===== src/rtl/gemm_seq_ctrl.sv =====
// -----------------------------------------------------------------------------
// gemm_seq_ctrl
//
// Sequencer for the shared GEMM MAC datapath. It computes
// R = alpha*(A x B) + beta*C one result element at a time, walking the row
// index i, the column index j and the inner index k. For each element it
// issues this strobe sequence into the datapath:
//   clear -> K accumulate cycles -> L drain cycles -> scale -> write
// It then moves to the next element in row-major order.
//
// Ports
//   iclk, irst_n        clock (rising edge) and asynchronous active-low reset
//   start               begin a job; only looked at while idle
//   abort               synchronous cancel of a running job
//   alpha, beta         scale factors, captured when a job starts
//   busy, done          upstream handshake (done is a one-cycle pulse)
//   row_idx, col_idx    current result element (i, j)
//   k_idx               current inner index k
//   mac_clr             zero the accumulator
//   mac_en              accumulate A[i][k]*B[k][j]
//   scale_en            form alpha_q*acc + beta_q*C[i][j]
//   alpha_q, beta_q     captured scale factors, sent on to the datapath
//   wr_valid, wr_ready  write handshake towards the result buffer
//
// All outputs are registered. Each output flop is loaded from the decode of
// the next state, so the outputs line up with the state register without
// any combinational path to the ports.
// -----------------------------------------------------------------------------
module gemm_seq_ctrl #(
    parameter int DATA_WIDTH    = 32,
    parameter int MATRIX_WIDTH  = 4,
    parameter int MATRIX_HEIGHT = 4,
    parameter int MATRIX_ADJUST = 4,
    parameter int MAC_LATENCY   = 2,
    // Index widths are derived from the sizes above; leave them at default.
    parameter int RW = (MATRIX_HEIGHT > 1) ? $clog2(MATRIX_HEIGHT) : 1,
    parameter int CW = (MATRIX_WIDTH  > 1) ? $clog2(MATRIX_WIDTH)  : 1,
    parameter int KW = (MATRIX_ADJUST > 1) ? $clog2(MATRIX_ADJUST) : 1
) (
    input  logic                  iclk,
    input  logic                  irst_n,
    input  logic                  start,
    input  logic                  abort,
    input  logic [DATA_WIDTH-1:0] alpha,
    input  logic [DATA_WIDTH-1:0] beta,
    output logic                  busy,
    output logic                  done,
    output logic [RW-1:0]         row_idx,
    output logic [CW-1:0]         col_idx,
    output logic [KW-1:0]         k_idx,
    output logic                  mac_clr,
    output logic                  mac_en,
    output logic                  scale_en,
    output logic [DATA_WIDTH-1:0] alpha_q,
    output logic [DATA_WIDTH-1:0] beta_q,
    output logic                  wr_valid,
    input  logic                  wr_ready
);

    // Width of the drain counter. The counter exists even when
    // MAC_LATENCY is 0, but in that case the drain state is never entered.
    localparam int DCW = (MAC_LATENCY > 1) ? $clog2(MAC_LATENCY) : 1;

    localparam logic [RW-1:0]  ROW_LAST   = RW'(MATRIX_HEIGHT - 1);
    localparam logic [CW-1:0]  COL_LAST   = CW'(MATRIX_WIDTH - 1);
    localparam logic [KW-1:0]  K_LAST     = KW'(MATRIX_ADJUST - 1);
    localparam logic [DCW-1:0] DRAIN_LAST = DCW'((MAC_LATENCY > 0) ? MAC_LATENCY - 1 : 0);

    typedef enum logic [2:0] {
        S_IDLE,
        S_CLEAR,
        S_MAC,
        S_DRAIN,
        S_SCALE,
        S_WRITE,
        S_DONE
    } state_t;

    state_t                state_q,    state_d;
    logic [RW-1:0]         row_q,      row_d;
    logic [CW-1:0]         col_q,      col_d;
    logic [KW-1:0]         k_q,        k_d;
    logic [DCW-1:0]        drain_q,    drain_d;
    logic [DATA_WIDTH-1:0] alpha_d,    beta_d;
    logic                  busy_q,     busy_d;
    logic                  done_q,     done_d;
    logic                  mac_clr_q,  mac_clr_d;
    logic                  mac_en_q,   mac_en_d;
    logic                  scale_en_q, scale_en_d;
    logic                  wr_valid_q, wr_valid_d;

    // -------------------------------------------------------------------------
    // Next-state and index logic
    // -------------------------------------------------------------------------
    always_comb begin
        // NOTE: every signal assigned in this block gets a default value
        // first. If some path through the case left a signal unassigned,
        // synthesis would infer a latch for it.
        state_d = state_q;
        row_d   = row_q;
        col_d   = col_q;
        k_d     = k_q;
        drain_d = drain_q;
        alpha_d = alpha_q;
        beta_d  = beta_q;

        unique case (state_q)
            S_IDLE: begin
                if (start) begin
                    alpha_d = alpha;
                    beta_d  = beta;
                    row_d   = '0;
                    col_d   = '0;
                    k_d     = '0;
                    state_d = S_CLEAR;
                end
            end

            S_CLEAR: begin
                k_d     = '0;
                state_d = S_MAC;
            end

            S_MAC: begin
                if (k_q == K_LAST) begin
                    // k goes back to 0 so it reads 0 for the rest of the element.
                    k_d = '0;
                    if (MAC_LATENCY > 0) begin
                        drain_d = '0;
                        state_d = S_DRAIN;
                    end else begin
                        state_d = S_SCALE;
                    end
                end else begin
                    k_d = k_q + KW'(1);
                end
            end

            S_DRAIN: begin
                // Wait for the last product to leave the datapath pipeline.
                if (drain_q == DRAIN_LAST) begin
                    state_d = S_SCALE;
                end else begin
                    drain_d = drain_q + DCW'(1);
                end
            end

            S_SCALE: begin
                state_d = S_WRITE;
            end

            S_WRITE: begin
                // The indices stay put until the buffer takes the result.
                if (wr_ready) begin
                    if ((row_q == ROW_LAST) && (col_q == COL_LAST)) begin
                        state_d = S_DONE;
                    end else begin
                        if (col_q == COL_LAST) begin
                            col_d = '0;
                            row_d = row_q + RW'(1);
                        end else begin
                            col_d = col_q + CW'(1);
                        end
                        state_d = S_CLEAR;
                    end
                end
            end

            S_DONE: begin
                state_d = S_IDLE;
            end

            default: begin
                state_d = S_IDLE;
            end
        endcase

        // abort overrides everything above, including a write handshake in
        // the same cycle. The buffer still counts that write as taken. The
        // captured alpha/beta are kept; the next start loads them again.
        if (abort && (state_q != S_IDLE)) begin
            state_d = S_IDLE;
            row_d   = '0;
            col_d   = '0;
            k_d     = '0;
            drain_d = '0;
        end
    end

    // -------------------------------------------------------------------------
    // Output decode from the next state (registered below)
    // -------------------------------------------------------------------------
    always_comb begin
        busy_d     = (state_d != S_IDLE) && (state_d != S_DONE);
        done_d     = (state_d == S_DONE);
        mac_clr_d  = (state_d == S_CLEAR);
        mac_en_d   = (state_d == S_MAC);
        scale_en_d = (state_d == S_SCALE);
        wr_valid_d = (state_d == S_WRITE);
    end

    // -------------------------------------------------------------------------
    // State and output registers
    // -------------------------------------------------------------------------
    always_ff @(posedge iclk or negedge irst_n) begin
        if (!irst_n) begin
            state_q    <= S_IDLE;
            row_q      <= '0;
            col_q      <= '0;
            k_q        <= '0;
            drain_q    <= '0;
            alpha_q    <= '0;
            beta_q     <= '0;
            busy_q     <= 1'b0;
            done_q     <= 1'b0;
            mac_clr_q  <= 1'b0;
            mac_en_q   <= 1'b0;
            scale_en_q <= 1'b0;
            wr_valid_q <= 1'b0;
        end else begin
            // NOTE: non-blocking assignments make every flop sample its
            // pre-edge value. Blocking assignments here would let the order
            // of the statements change the result.
            state_q    <= state_d;
            row_q      <= row_d;
            col_q      <= col_d;
            k_q        <= k_d;
            drain_q    <= drain_d;
            alpha_q    <= alpha_d;
            beta_q     <= beta_d;
            busy_q     <= busy_d;
            done_q     <= done_d;
            mac_clr_q  <= mac_clr_d;
            mac_en_q   <= mac_en_d;
            scale_en_q <= scale_en_d;
            wr_valid_q <= wr_valid_d;
        end
    end

    assign busy     = busy_q;
    assign done     = done_q;
    assign row_idx  = row_q;
    assign col_idx  = col_q;
    assign k_idx    = k_q;
    assign mac_clr  = mac_clr_q;
    assign mac_en   = mac_en_q;
    assign scale_en = scale_en_q;
    assign wr_valid = wr_valid_q;

endmodule


===== config.mk =====
export PLATFORM = sky130hd
export DESIGN_NAME = gemm_seq_ctrl
export DESIGN_NICKNAME = d
export VERILOG_FILES = /design/src/rtl/gemm_seq_ctrl.sv
export SDC_FILE = /design/constraint.sdc
export NUM_CORES = 1
export LEC_CHECK = 0
export CORE_UTILIZATION = 43
export CTS_BUF_LIST = sky130_fd_sc_hd__clkbuf_8
export DETAILED_ROUTE_END_ITERATION = 7
export GPL_ROUTABILITY_DRIVEN = 0
export GPL_TIMING_DRIVEN = 0
export PLACE_DENSITY = 0.82
export SLEW_MARGIN = 10
export SYNTH_ARGS = -nofsm -noshare
export SYNTH_HDL_FRONTEND = slang
export SYNTH_SLANG_ARGS = --single-unit

===== constraint.sdc =====
create_clock -name iclk -period 1.7 [get_ports iclk]
set_input_delay 0.17 -clock iclk [delete_from_list [all_inputs] [get_ports iclk]]
set_output_delay 0.17 -clock iclk [all_outputs]
set_load 0.03 [all_outputs]

After elaboration in Yosys (flattened, before gate mapping)
Cells that the tools add are included.
{ "classes": {"add_sub_neg": 4, "eq_ne": 19, "n_mux": 25, "n_reduce_logical": 14} }
{ "ops": {"columns": ["op", "count"], "rows": [
  ["$mux W2", 11],
  ["$mux W3", 6],
  ["$ne A3 B3 Y1 const B", 6],
  ["$pmux W3 S6", 1],
  ["$eq A3 B3 Y1 const B", 5],
  ["$reduce_bool A3 Y1", 4],
  ["$eq A3 B2 Y1 const B", 3],
  ["$pmux W2 S2", 2],
  ["$add A2 B1 Y2 const B", 3],
  ["$eq A2 B2 Y1 const B", 3],
  ["$eq A3 B1 Y1 const B", 2],
  ["$pmux W2 S3", 1],
  ["$reduce_and A2 Y1", 3],
  ["$reduce_and A5 Y1", 1],
  ["$reduce_and A4 Y1", 1],
  ["$reduce_bool A4 Y1", 1],
  ["$logic_and A1 B1 Y1", 3],
  ["$logic_not A3 Y1", 1],
  ["$mux W1", 3],
  ["$pmux W1 S2", 1],
  ["$add A1 B1 Y1 const B", 1]
]} }
{ "word_totals": {"ff_bits": 80} }

Depth between registers and ports, before layout
Gate-level depths: netlist of run 1.
{ "depth": {"depth_word": 8, "depth_mapped": 7, "depth_no_buf": 5} }

Least setup slack after synthesis of run 1
OpenSTA, ideal clock, no wires.
{ "synth_path": {"path_type": "reg2reg", "startpoint": "register col_q[0], in the netlist col_idx[0]", "endpoint": "register row_q[1], in the netlist row_idx[1]", "setup_ns": 0.126, "arrival_time_ns": 1.633, "required_ns": 1.574, "slack_ns": -0.059, "path_stages_with_launch": 6, "synth_period_minus_slack_ns": 1.759, "cell_sequence": "dfrtp_1 > ha_1 > a21boi_0 > nand4b_1 > and3_4 > a221o_1"} }
{ "synth_via": {"elab_chain_len": 4, "elab_cells_between_ends": 5, "cone_classes": "3 x eq/ne; 2 x reduce/logical"} }
{ "synth_lines": {"columns": ["element", "line_no", "source"], "rows": [
  ["start, declared", "81", "logic [CW-1:0] col_q, col_d;"],
  ["start signal, assigned", "226", "col_q <= col_d;"],
  ["$eq A2 B2 Y1 (*)", "155, 158", null],
  ["$logic_and A1 B1 Y1", "155", "if ((row_q == ROW_LAST) && (col_q == COL_LAST)) begin"],
  ["$ne A3 B3 Y1 (no source line)", null, null],
  ["$reduce_and A5 Y1 (no source line) (*)", null, null],
  ["end signal, assigned", "225", "row_q <= row_d;"],
  ["end, declared", "80", "logic [RW-1:0] row_q, row_d;"]
]} }
Mark *: on every way between the ends. The rest lies on a longest branch, timed or not.
A chain may end at the register's enable or synchronous reset.

Worst setup path in the final report of run 1
{ "layout_path": {"startpoint": "register row_q[0], in the netlist row_idx[0]", "endpoint": "register row_q[1], in the netlist row_idx[1]"} }
{ "layout_via": {"elab_chain_len": 6, "elab_cells_between_ends": 10, "cone_classes": "1 x add/sub; 2 x eq/ne; 5 x mux; 2 x reduce/logical"} }
{ "layout_lines": {"columns": ["element", "line_no", "source"], "rows": [
  ["$add A2 B1 Y2", "160", "row_d = row_q + RW'(1);"],
  ["$mux W2", "158", "if (col_q == COL_LAST) begin"],
  ["$mux W2", "155", null],
  ["$mux W2", "154", "if (wr_ready) begin"],
  ["$pmux W2 S2", "107", "unique case (state_q)"],
  ["$mux W2", "181", "if (abort && (state_q != S_IDLE)) begin"]
]} }
Parallel ways exist; a longest one is shown, timed or not. The select of a mux whose other input is x is not followed.

==> metrics.txt, run 1 <==
status=completed; CTS tree=built; biggest cell delay along the critical path=0.43 ns; Pwr Density=1886 mW/mm²; Area contributors post-synth=dfrtp_1 61%, nand2_1 23%, buf_2 1.7%; Worst path depth=5; cell total after placement=602; Yosys cell types=37; Crit. End Element=register; CP Buf/Inv Count=0; startpoint types=register; Core Area=0.007331 mm²; complex-gate fraction of the synthesized area=4.916%; clk buf depth=2; post-DP HPWL=5857 µm; clock slew at reported path FFs=0.08 ns; count leader, synth=nand2_1; number of global-route vias before repair=2780; worst vdd ir=1.002 mV; post-route insts no fill=620; routed wire length=7919 µm; largest net degree at the start of global routing=66; FFs w/ async S/R, synth=100.0%; XOR/XNOR share of the synthesized area=0%; drt pass-1 iters=4; clk sinks=80; Hold WC Path Type=in2async; area leader, netlist=dfrtp_1; maxcap violations=0; CP Max Fanout=4; slowest CP cell=dfrtp_2; worst r2r path cells=5; Slew Viols, Final=0; Root Driver=clkbuf_8; pre-CTS setup slack=-0.009412 ns; Yosys top cell area share=60.98%; crit path cell chain=ha_1 -> a21boi_2 -> nand4b_1 -> and3_4 -> a221o_1; RSZ-0062 raised after global routing=false; top cells by instance count after synthesis=200 x nand2_1, 80 x dfrtp_1, 11 x buf_2; site row count=31; drt via density=4.669; # diodes=0; PortBufs=144; reg2reg end=row_idx[1]; worst relative slew slack=71.77%; number of setup violations in the final report=0; Ys Warns=0; reg-to-reg slack, setup=0.08 ns; wire length per cell=12.77 µm; CP top delay family=compound AO/OA/AOI/OAI gates; 1st-iter DRT viols=72; Ports=145; die height=89.38 µm; Crit Path Category=reg2reg; largest family of logic cells by synthesized area=simple AND/OR/NAND/NOR gates; Die Width=89.38 µm; TritonCTS Buffers=9; Post-Syn Instances=358; overall routing resource usage=20.46%; antenna violations before repair=0; Leakage=2.497 nW; Synth Area in Simple Gates=28.28%; Final #Nets=588; DRC viols=0; clock skew=0.005667 ns; Fmax achieved=616.3 MHz; worst slew pin tran=0.4234 ns; Top FF cell, synth=dfrtp_1; final worst slack=0.07735 ns; Period Utilization, post-route=95.45%; Power Total=0.009627 W; die area=0.007989 mm²; WP data required=1.92 ns; total global routing overflow=0; CTS H-tree depth=3; synthesized area=0.003283 mm²; crit path DAT=1.84 ns; first-pass GRT wire length=12520 µm; clk_lat worst skew=0.33 ns; EDFF count, synth=0; final hold vios=0; sequential-to-total area share from yosys stat=60.98%; share of layout cells above drive strength 1=9.021%; initial core utilization=44.79%; FF-to-FF Start=row_idx[0]; Final min period=1.623 ns; Mapped Avg Cell Area=9.171 µm²; number of synthesized register bits=80; Synth Net Count=430; Vias=2895; Layout area overhead=55.49%; mux cell area share after synthesis=0.9527%; number of routed nets with antenna violations=0; Synth Area in Adders=1.143%
## cells by family (layout without fill, tap and decap cells)
family | after synthesis | count (layout)
simple gates | 227 | 227
flops | 80 | 80
compound gates | 23 | 23
buf+inv | 22 | 185
fa+ha+maj | 3 | 3
mux | 3 | 3
## where the power goes
group	switching, W	total (W)	internal, W
sequential	0.000436	0.00315	0.00272
combinational	0.00299	0.00507	0.00208
clock	0.000683	0.00141	0.000724
total	0.00411	0.00963	0.00552
## final cells by class
class	instances	area [µm²]
Clock inverter	6	66.31
Timing Repair Buffer	147	1484
Sequential cell	80	2008
Tap cell	99	123.9
Clock buffer	10	137.6
Fill cell	575	2226
Inverter	3	11.26
Buffer	19	111.4
Multi-Input combinational cell	256	1162
## what timing repair did
item,in CTS,in global routing
gates resized for setup,0,2
hold buffers,1,0
setup endpoints to repair,0,11
hold endpoints to repair,15,0
setup buffers,0,1
## state kept, by name (all words and copies together) (netlist names)
name	count
done	1
beta_q	32
mac_en	1
alpha_q	32
mac_clr	1
drain_q	1
row_idx	2
k_idx	2
wr_valid	1
busy	1
col_idx	2
state_q	3
scale_en	1
## cell usage in the layout (no fill, tap or decap), types with 2 or more instances in the layout
cell type and count:
a21o_1 2, a21oi_1 6, and2_1 3, and3_1 4, buf_2 11, buf_4 7
clkbuf_8 10, clkdlybuf4s50_1 143, clkinv_2 2, clkinv_4 2, dfrtp_1 75, dfrtp_2 5
ha_1 3, inv_1 3, mux2i_1 2, nand2_1 200, nand2b_1 3, nand3_1 2
nor2_1 6, nor2b_1 2, o21ai_0 4, o22a_1 2
## metal layers
metal,track usage [%],routed length (µm),share of wire (%)
met2,37.40,4008,51
met1,23.62,3283,41
met5,0,0,0
met4,6.782,92,1.2
met3,4.709,534,6.7
## through the flow
stage / setup TNS [ns] / utilization [%] / hold slack [ns] / area (µm²)
global route: 0 / 69.64 / 0.2453 / 5105
global placement: -185.49 / 66.21 / 0.4562 / 4853
detailed placement: -0.009412 / 66.55 / 0.05261 / 4878
finish: 0 / 69.64 / 0.2300 / 5105
floorplan: 0 / - / -0.1256 / 3288
CTS: 0 / 69.47 / 0.2289 / 5092
## worst max-delay path by stage
stage | start | to | slack, ns
5_1_grt | col_idx[0] | row_idx[1] | 0.008
6_report | row_idx[0] | row_idx[1] | 0.08
3_3_place_gp | irst_n | col_idx[1] | -2.60
3_5_place_dp | wr_ready | row_idx[1] | -0.009
2_1_floorplan | col_idx[0] | row_idx[1] | 0.06
4_1_cts | col_idx[0] | row_idx[1] | 0.0009
(Power assumes the default switching activity.)
==> run 2, diff against run 1 <==
--- a/config.mk
+++ b/config.mk
@@ -5,12 +5,13 @@
 export SDC_FILE = /design/constraint.sdc
 export NUM_CORES = 1
 export LEC_CHECK = 0
+export CAP_MARGIN = 20
 export CORE_UTILIZATION = 43
 export CTS_BUF_LIST = sky130_fd_sc_hd__clkbuf_8
 export DETAILED_ROUTE_END_ITERATION = 7
 export GPL_ROUTABILITY_DRIVEN = 0
 export GPL_TIMING_DRIVEN = 0
-export PLACE_DENSITY = 0.82
+export PLACE_DENSITY = 0.91
 export SLEW_MARGIN = 10
 export SYNTH_ARGS = -nofsm -noshare
 export SYNTH_HDL_FRONTEND = slang
==> run 2 against run 1 <==
Against the previous run:
- critical path depth stayed put
- combinational power is 0.8% higher
- sequential share of layout area grew 0.33 points
- worst setup slack better by 0.011 ns
- final area fell by 0.88%
- critical path type unchanged
- global-route usage rose by 0.32 points
- via count up 1.5%
- largest cell class unchanged
- flip-flop and latch count stayed put
- worst hold slack improved by 0.13 ns
==> metrics.txt, run 2 (synthesized netlist as in run 1, its figures left out) <==
pre-CTS setup slack=-0.02205 ns; crit path cell chain=ha_1 -> a21boi_2 -> nand4b_1 -> and3_4 -> a221o_1; site row count=31; number of global-route vias before repair=2881; WP data required=1.91 ns; biggest cell delay along the critical path=0.43 ns; critical path endpoint=row_idx[1]; slowest CP cell=dfrtp_2; final hold vios=0; die area=0.007989 mm²; initial core utilization=44.79%; Core Area=0.007331 mm²; Hold WC Path Type=in2async; Power Total=0.009482 W; clock skew=0.007744 ns; worst vdd ir=0.9028 mV; # diodes=0; fillers=538; status=completed; post-DP HPWL=6286 µm; first-pass GRT wire length=12600 µm; total global routing overflow=0; die height=89.38 µm; Min Hold Slack=0.3568 ns; CP Max Fanout=4; FF-to-FF Start=row_idx[0]; CP startpoint=row_idx[0]; biggest regs=alpha_q x32, beta_q x32, state_q x3; clk sinks=80; DRC viols=0; most frequent cells in the layout=200 x nand2_1, 143 x clkdlybuf4s50_1, 76 x dfrtp_1, 11 x buf_2, 10 x clkbuf_8; final worst slack=0.08849 ns; wire length per cell=13.41 µm; post-route cell area=0.005060 mm²; share of layout cells above drive strength 1=8.846%; Die Width=89.38 µm; crit path DAT=1.82 ns; Post-DP Area=0.004871 mm²; Leakage=2.469 nW; Layout area overhead=54.12%; PortBufs=144; Root Driver=clkbuf_8; RSZ-0062 raised after global routing=false; antenna violations before repair=0; reg-to-reg slack, setup=0.09 ns; Vias=2938; worst r2r path cells=5; clock slew at reported path FFs=0.08 ns; worst relative slew slack=64.48%; startpoint types=register; clk buf depth=2; 1st-iter DRT viols=83; Ports=145; maxcap violations=0; number of setup violations in the final report=0; Final #Nets=587; Fmax achieved=620.5 MHz; routed wire length=8301 µm; clk_lat worst skew=0.33 ns; Crit. End Element=register; number of routed nets with antenna violations=0; largest net degree at the start of global routing=43; drt pass-1 iters=4; Crit Path Category=reg2reg; TritonCTS Buffers=9; drt via density=4.746; Pwr Density=1874 mW/mm²; CTS H-tree depth=3; CTS tree=built; Slew Viols, Final=0; Final TNS setup=0 ns; Final min period=1.612 ns; Period Utilization, post-route=94.79%; most common cell after layout, fill and taps aside=nand2_1; overall routing resource usage=20.78%; reg2reg end=row_idx[1]; worst slew pin tran=0.5329 ns
run 2: metrics by stage:
stage               util [%]  instances
global route           69.02        619
CTS                    68.94        619
finish                 69.02        619
floorplan                  -        358
global placement       66.21        601
detailed placement     66.44        602
run 2: timing repair:
item / CTS / global route
hold buffers: 1 / 0
endpoints found under the hold margin: 41 / 0
setup buffers: 0 / 0
gates resized for setup: 0 / 2
endpoints found under the setup margin: 0 / 2
run 2: final cells by class:
| class | count | area (µm²) | share of cell area [%] |
|---|---|---|---|
| buffer | 19 | 111.4 | 2.201 |
| clock buffer | 10 | 137.6 | 2.720 |
| clock inverter | 6 | 35.03 | 0.6924 |
| inverter | 3 | 11.26 | 0.2226 |
| multi-input combinational | 256 | 1165 | 23.02 |
| sequential | 80 | 2007 | 39.66 |
| tap | 99 | 123.9 | 2.448 |
| timing repair buffer | 146 | 1469 | 29.03 |
run 2: worst min-delay path by stage:
stage	startpoint	endpoint	slack, ns
finish	irst_n	alpha_q[31]	0.36
global route	beta[28]	beta_q[28]	0.35
CTS	beta[28]	beta_q[28]	0.34
detailed placement	irst_n	alpha_q[27]	0.18
global placement	beta_q[7]	beta_q[7]	0.46
floorplan	irst_n	alpha_q[0]	-0.13
run 2: worst max-delay path: cells and delay by family (launching register included):
kind / cells / cell delay (ns)
compound gates: 2 / 0.52
simple gates: 2 / 0.32
fa+ha+maj: 1 / 0.22
flops: 1 / 0.43
run 2: per-layer routing:
metal  GRT usage [%]  share of wire (%)  vias to the layer above
met5               0                  0                        -
met4           8.514                1.0                        0
met3           4.709                7.1                        8
met2           39.28                 52                      104
met1           22.24                 40                     1386
li1                -                  -                     1440
run 2: report_power, final:
part	internal, W	switching, W	total (W)
sequential	0.00272	0.000444	0.00316
clock	0.000560	0.000653	0.00121
combinational	0.00208	0.00303	0.00511
